--- src/rtl/tick_gen_prog.sv ---
// ============================================================================
// tick_gen_prog -- runtime-programmable timebase generator
//
// Generates single-cycle clock-enable pulses for logic that stays on clk:
//   tick       once per main period (div_reg enabled cycles)
//   half_tick  at the mid-period point (after half = div_reg >> 1 cycles)
//   sq_out     registered square wave, low for the first half, high for the
//              remainder of the period (odd divisor -> high phase one longer)
//   scan_tick  once every SCAN_DIV enabled cycles, independent of the divisor
//
// The main divisor can be rewritten at runtime. A write is held as pending
// and only takes effect on a period boundary (or immediately on the next
// edge while counting is disabled), so the outputs never see a truncated
// or stretched period. div_ack marks the edge where the new value lands.
//
// Ports
//   clk        in   1      system clock, posedge
//   reset      in   1      asynchronous active-low reset
//   en         in   1      count enable; 0 freezes counters, suppresses pulses
//   div_wr     in   1      strobe: capture div_in as the next divisor
//   div_in     in   CNT_W  requested divisor (values below 2 clamp to 2)
//   div_ack    out  1      pulse when a pending divisor is applied
//   tick       out  1      main period pulse
//   half_tick  out  1      mid-period pulse
//   sq_out     out  1      square wave
//   scan_tick  out  1      scan period pulse
//   cnt        out  CNT_W  current main counter value
// ============================================================================
module tick_gen_prog #(
    parameter int CNT_W       = 26,
    parameter int DIV_DEFAULT = 50_000_000,
    parameter int SCAN_W      = 16,
    parameter int SCAN_DIV    = 50_000
) (
    input  logic             clk,
    input  logic             reset,
    input  logic             en,
    input  logic             div_wr,
    input  logic [CNT_W-1:0] div_in,
    output logic             div_ack,
    output logic             tick,
    output logic             half_tick,
    output logic             sq_out,
    output logic             scan_tick,
    output logic [CNT_W-1:0] cnt
);

    localparam logic [CNT_W-1:0]  DIV_RST   = CNT_W'(DIV_DEFAULT);
    localparam logic [CNT_W-1:0]  DIV_MIN   = CNT_W'(2);
    localparam logic [CNT_W-1:0]  CNT_ONE   = CNT_W'(1);
    localparam logic [SCAN_W-1:0] SCAN_LAST = SCAN_W'(SCAN_DIV - 1);
    localparam logic [SCAN_W-1:0] SCAN_ONE  = SCAN_W'(1);

    typedef enum logic {
        ST_IDLE    = 1'b0,
        ST_PENDING = 1'b1
    } state_t;

    // ------------------------------------------------------------------
    // State
    // ------------------------------------------------------------------
    state_t             state_q,     state_d;
    logic [CNT_W-1:0]   cnt_q,       cnt_d;
    logic [CNT_W-1:0]   div_reg_q,   div_reg_d;
    logic [CNT_W-1:0]   pend_val_q,  pend_val_d;
    logic [SCAN_W-1:0]  scan_cnt_q,  scan_cnt_d;
    logic               tick_q,      tick_d;
    logic               half_tick_q, half_tick_d;
    logic               sq_q,        sq_d;
    logic               scan_tick_q, scan_tick_d;
    logic               div_ack_q,   div_ack_d;

    // ------------------------------------------------------------------
    // Decodes of the current count
    // ------------------------------------------------------------------
    logic [CNT_W-1:0] half_val;
    logic             at_wrap;
    logic             at_half;
    logic             apply_ok;
    logic [CNT_W-1:0] div_in_clamped;

    assign half_val       = div_reg_q >> 1;
    assign at_wrap        = (cnt_q == (div_reg_q - CNT_ONE));
    assign at_half        = (cnt_q == (half_val - CNT_ONE));
    assign div_in_clamped = (div_in < DIV_MIN) ? DIV_MIN : div_in;

    // A fresh write on the same edge wins over applying the older pending
    // value: the new value is captured and the apply waits for the next
    // opportunity, so a write never lands mid-period.
    assign apply_ok = (state_q == ST_PENDING) && !div_wr;

    // ------------------------------------------------------------------
    // Next-state logic
    // ------------------------------------------------------------------
    always_comb begin
        state_d     = state_q;
        cnt_d       = cnt_q;
        div_reg_d   = div_reg_q;
        pend_val_d  = pend_val_q;
        scan_cnt_d  = scan_cnt_q;
        sq_d        = sq_q;
        tick_d      = 1'b0;
        half_tick_d = 1'b0;
        scan_tick_d = 1'b0;
        div_ack_d   = 1'b0;

        if (en) begin
            // Main counter. The wrap test comes first so that a divisor of 2
            // (half-1 == 0, wrap at 1) and every other divisor decode cleanly.
            if (at_wrap) begin
                cnt_d  = '0;
                tick_d = 1'b1;
                sq_d   = 1'b0;
                // The wrap itself used the old divisor; the next period
                // starts with the pending one.
                if (apply_ok) begin
                    div_reg_d = pend_val_q;
                    div_ack_d = 1'b1;
                    state_d   = ST_IDLE;
                end
            end else if (at_half) begin
                cnt_d       = cnt_q + CNT_ONE;
                half_tick_d = 1'b1;
                sq_d        = 1'b1;
            end else begin
                cnt_d = cnt_q + CNT_ONE;
            end

            // Scan counter runs on its own fixed period.
            if (scan_cnt_q == SCAN_LAST) begin
                scan_cnt_d  = '0;
                scan_tick_d = 1'b1;
            end else begin
                scan_cnt_d = scan_cnt_q + SCAN_ONE;
            end
        end else begin
            // Counting is frozen, so there is no period to protect: apply a
            // pending divisor straight away and restart the period cleanly.
            if (apply_ok) begin
                div_reg_d = pend_val_q;
                cnt_d     = '0;
                sq_d      = 1'b0;
                div_ack_d = 1'b1;
                state_d   = ST_IDLE;
            end
        end

        // Capture overrides any apply decided above for the pending state.
        if (div_wr) begin
            pend_val_d = div_in_clamped;
            state_d    = ST_PENDING;
        end
    end

    // ------------------------------------------------------------------
    // Registers
    // ------------------------------------------------------------------
    always_ff @(posedge clk or negedge reset) begin
        if (!reset) begin
            state_q     <= ST_IDLE;
            cnt_q       <= '0;
            div_reg_q   <= DIV_RST;
            pend_val_q  <= '0;
            scan_cnt_q  <= '0;
            tick_q      <= 1'b0;
            half_tick_q <= 1'b0;
            sq_q        <= 1'b0;
            scan_tick_q <= 1'b0;
            div_ack_q   <= 1'b0;
        end else begin
            state_q     <= state_d;
            cnt_q       <= cnt_d;
            div_reg_q   <= div_reg_d;
            pend_val_q  <= pend_val_d;
            scan_cnt_q  <= scan_cnt_d;
            tick_q      <= tick_d;
            half_tick_q <= half_tick_d;
            sq_q        <= sq_d;
            scan_tick_q <= scan_tick_d;
            div_ack_q   <= div_ack_d;
        end
    end

    // ------------------------------------------------------------------
    // Outputs (all straight from flops)
    // ------------------------------------------------------------------
    assign cnt       = cnt_q;
    assign tick      = tick_q;
    assign half_tick = half_tick_q;
    assign sq_out    = sq_q;
    assign scan_tick = scan_tick_q;
    assign div_ack   = div_ack_q;

endmodule

--- config.mk ---
export PLATFORM = sky130hd
export DESIGN_NAME = tick_gen_prog
export DESIGN_NICKNAME = d
export VERILOG_FILES = /design/src/rtl/tick_gen_prog.sv
export SDC_FILE = /design/constraint.sdc
export NUM_CORES = 1
export LEC_CHECK = 0
export BUFFER_PORTS_ARGS = -buffer_cell sky130_fd_sc_hd__clkbuf_2
export CORE_ASPECT_RATIO = 1.5
export CORE_MARGIN = 5
export CORE_UTILIZATION = 33
export DETAILED_ROUTE_END_ITERATION = 7
export SLEW_MARGIN = 20
export SYNTH_ARGS = -nofsm -noshare
export SYNTH_HDL_FRONTEND = slang
export SYNTH_SLANG_ARGS = --single-unit
--- constraint.sdc ---
create_clock -name clk -period 3.8 [get_ports clk]
set_input_delay 0 -clock clk [delete_from_list [all_inputs] [get_ports clk]]
set_output_delay 0 -clock clk [all_outputs]
set_load 0.005 [all_outputs]
== Yosys cells after proc, flatten, opt, wreduce, memory -nomap -nowiden ==
Cells that the tools add are included.

* Bits in registers: 100
* Input bits: 30
* Output and inout port bits: 31
* Logic and storage cells: 51

* $add $sub $neg: 4
* $lt $le $gt $ge: 1
* Equal/unequal tests: 6
* Multiplexer cells: 26
* Reductions and logical operators: 4

{| class="wikitable"
|+ Operator list
! operator !! number
|-
| two-way mux 26 bit || 7
|-
| equality test 26 bit || 2
|-
| adder 26 x 1 -> 26 bit (second input constant) || 1
|-
| less-than comparator 26 x 2 -> 1 bit (second input constant) || 1
|-
| subtractor 25 x 1 -> 26 bit (second input constant) || 1
|-
| subtractor 26 x 1 -> 26 bit (second input constant) || 1
|-
| two-way mux 1 bit || 18
|-
| adder 16 x 1 -> 16 bit (second input constant) || 1
|-
| equality test 16 bit (second input constant) || 1
|-
| two-way mux 16 bit || 1
|-
| != test 3 x 1 -> 1 bit (second input constant) || 2
|-
| != test 2 x 1 -> 1 bit (second input constant) || 1
|-
| AND reduction 2 bit || 1
|-
| nonzero test 2 bit || 1
|-
| logical AND 1 bit || 1
|-
| logical NOT 1 bit || 1
|}

== Depth between registers and ports, before layout ==
* Depth after elaboration: 6
* Gate-level depth with buffers: 12
* Mapped depth without buffers: 10

== Worst setup path after synthesis ==
OpenSTA, ideal clock, no wires.

* Path type: reg2reg
* Start: register div_reg_q[1]
* End: register div_reg_q[16]
* Library setup time: 127 ps
* Arrival time: 3,233 ps
* Data required time: 3,673 ps
* Slack: 440 ps
* Stages on the path, launching flop included: 12
* Period minus slack after synthesis: 3,360 ps
* Cells stage by stage: dfrtp_1 inv_1 ha_1 nor4b_1 nand2_1 or4_1 a22o_1 nor4_4 nand3_2 a21oi_4 buf_12 mux2_1

* Cells in the longest elaborated chain, start to end: 3

{| class="wikitable"
|+ Ends and longest elaborated chain
! what !! line !! source
|-
| start, declared || 64 || <nowiki>logic [CNT_W-1:0] div_reg_q, div_reg_d;</nowiki>
|-
| start signal, assigned || 173 || <nowiki>div_reg_q <= div_reg_d;</nowiki>
|-
| subtractor 26 x 1 -> 26 bit || 83 || <nowiki>assign at_wrap = (cnt_q == (div_reg_q - CNT_ONE));</nowiki>
|-
| equality test 26 bit || 83 ||
|-
| != test 2 x 1 -> 1 bit (no line) || -- ||
|}

No other way between the ends.
A chain may end at the register's enable or synchronous reset.

== Final worst setup path ==
* Start: register div_reg_q[14]
* End: register div_reg_q[5]

The elaborated chain is that of the path after synthesis.

==> reports/metrics.yaml <==
timing:
  fmax_mhz: 277
  rsz0062_at_grt: "no"
  setup_violations: 0
  worstMarginPinSlew_ns: 0.913
  fin_tns_setup_ns: 0
  slew_violations: 0
  skew_ns: 0.00540
  period_needed_ns: 3.61
  fin_crit_sh_pct: 94.9
  slew_headroom_pct: 39.2
  hold_viol: 0
route:
  wl_met3_um: 784
  detail-route-antenna-nets: 0
  dr.max_layer_used: "met4"
  wl_met2_um: 8650
  detail_route.wl_per_cell_um: 17.3
  drt_iter0_markers: 269
  wl_um: 16700
  routed_via_density: 5.15
  drt-pass1-iter-count: 4
  vias: 4959
  met1Wirelength_um: 6470
  drc: 0
floorplanning:
  ios: 61
  dieArea_sq_um: 21800
  start_util_pct: 33.6
  fp.dieW_um: 122
  fp.coreArea_sq_um: 18500
  fp-row-count: 61
  floorplan.die.height_um: 178
critical_path:
  critPathLaunch: "div_reg_q[14]"
  start_kind: "flip-flop"
  worstPathMaxFanout: 27
  crit_arrival_ns: 3.84
  end_kind: "flip-flop"
  r2r_end: "div_reg_q[5]"
  r2r-start: "div_reg_q[14]"
  required_ns: 4.03
  reg2reg_slack_ns: 0.19
  reg2reg_depth: 9
  crit_type: "reg2reg"
flow_run:
  maxCapViolations: 0
cts:
  cts.clk_slew.worst_paths_ns: 0.07
  numCtsBuffers: 9
  htreeDepth: 3
  cts_tree: "yes"
  clock_sinks: 100
  cts_max_path_buffers: 2
  insertion_delay_ns: 0.35
  cts_root_buf: "clkbuf_16"
  cts_setup_buffers: 0
place:
  dp.cells: 919
  place.gp.congestion: 0.905
  place_hpwl_um: 12800
  port_buffers: 60
power_and_ir_drop:
  power_density_nw_per_um2: 461
  pwr-share-comb_pct: 27.9
  intPower_mw: 2.23
  swShare_pct: 34.7
  power.switching_mw: 1.18
  irDropWorstVdd_v: 0.000222
  pwr-share-clk_pct: 28.1
  sequentialPowerShare_pct: 44.0
  leakage_nw: 3.11
global_route:
  gr-total-overflow: 0
  antenna_found_initial: 0
  grtUsageTotal_pct: 16.1
  grt_max_degree: 71
  grt_pass1_wl_um: 27200
  first_global_vias: 5076
layout:
  syn_to_final_growth_pct: 18.5
  final_cells: 962
  multi_input_area_sq_um: 3470
  drive_gt1_share_pct: 22.3
  diodes: 0
  final.fill_count: 1854
  final_util_pct: 39.9
  final-seq-area_sq_um: 2520
  finalNetCount: 739
logic_synthesis:
  synth-edff-count: 0
  synth-main-ff-cell: "dfrtp_1"
  syn-num-nets: 664
  syn_inst: 630
  yosys-top-cells-count: "dfrtp_1, nor2_1, xnor2_1, xor2_1, nand2_1"
  synth-seq-cells: 100
  async_reset_ff_share_pct: 100
  synth.area.top_cells: "dfrtp_1, xnor2_1, xor2_1"
  yosysTopAreaCell: "dfrtp_1"
  yosys_warnings: 0
  yosysMostFrequentCell: "dfrtp_1"
  synth_top_area_share_pct: 35.3
  synth_area_sq_um: 6240
  syn_avg_cell_area_sq_um: 9.90
  ys_types: 69
  ys_seq_area_share_pct: 40.3
outcome:
  status: "finished, final reports clean"
worst_hold_path:
  hold_path.class: "in2reg"
  min_from: "en"
  whs_endpoint: "cnt[1]"
  worstHoldPathCells: 3
area by class of cell:
cell class	count	area share [%]
timing repair buffer	105	9.91
inverter	13	0.660
clock inverter	7	1.15
multi-input combinational	476	46.9
clock buffer	9	3.04
sequential	100	34.0
tap	252	4.26
flip-flops by register name (all words and copies together) (netlist names):
signal and count:
sq_out 1, half_tick 1, state_q 1, pend_val_q 26, div_reg_q 26, div_ack 1, scan_cnt_q 16, tick 1
scan_tick 1, cnt 26
timing repair:
item / in CTS / in global routing
hold endpoints to repair: 87 / 0
resized for setup: 0 / 1
hold buffers: 27 / 0
endpoints found under the setup margin: 0 / 20
worst max-delay path, stage by stage (launching register included):
cell,delay [ns]
dfstp_2,0.44
nor4_1,0.56
nand3_1,0.28
or4_1,0.51
a2111o_1,0.44
a221oi_2,0.32
nand3_2,0.16
a21oi_4,0.19
buf_12,0.23
mux2_1,0.34
through the flow:
step	area, sq um	hold slack [ns]	total power [mW]	setup WS, ns
after floorplan	6240	-0.296	2.14	0.440
after detailed placement	6810	0.190	2.45	0.188
after global routing	7400	0.228	3.61	0.0217
final	7400	0.199	3.41	0.193
after CTS	7390	0.190	3.44	0.176
after global placement	6810	0.189	2.43	0.188
cells in the final DEF (no fill, tap or decap), drive strengths merged, types with 14 or more instances in the layout:
master and instances:
buf 19, nor2 59, dfrtp 88, clkbuf 68, inv 15, nand3 33
xor2 49, xnor2 49, o21ai 17, a21oi 14, nor4 20, nand2 35
nand4 19, mux2 49, dlygate4sd3 27, nor3 16
layer usage:
layer  up-vias  GRT usage (%)
met2       125           28.3
met1      2406           18.1
li1       2386              -
met4         0           8.22
met5         -              0
met3        42           3.27
worst max path at each step:
stage               endpoint  cells after the start  slack [ns]
6_report        div_reg_q[5]                      9        0.19
5_1_grt         div_reg_q[1]                      9        0.02
2_1_floorplan  div_reg_q[16]                     11        0.44
3_5_place_dp    div_reg_q[3]                      9        0.19
3_3_place_gp    div_reg_q[1]                      9        0.19
4_1_cts         div_reg_q[3]                      9        0.18
logic make-up (layout without fill, tap and decap cells):
family / after synthesis / after routing / share of synthesized area [%]
flip-flops: 100 / 100 / 40.3
AND/OR/NAND/NOR: 246 / 246 / 21.8
adder cells (fa/ha/maj): 4 / 4 / 0.802
multiplexers: 57 / 57 / 11.1
XOR/XNOR: 99 / 99 / 14.1
buffers and inverters: 54 / 134 / 4.11
AO/OA/AOI/OAI: 70 / 70 / 7.72
power by group through the flow:
stage | Combinational [mW] | Sequential [mW] | Clock, mW
6_report | 0.950 | 1.50 | 0.958
2_1_floorplan | 0.789 | 1.35 | 0
3_5_place_dp | 0.923 | 1.52 | 0
5_1_grt | 1.04 | 1.53 | 1.04
4_1_cts | 0.951 | 1.50 | 0.988
3_3_place_gp | 0.917 | 1.52 | 0
Power figures use the tool's default switching activity.
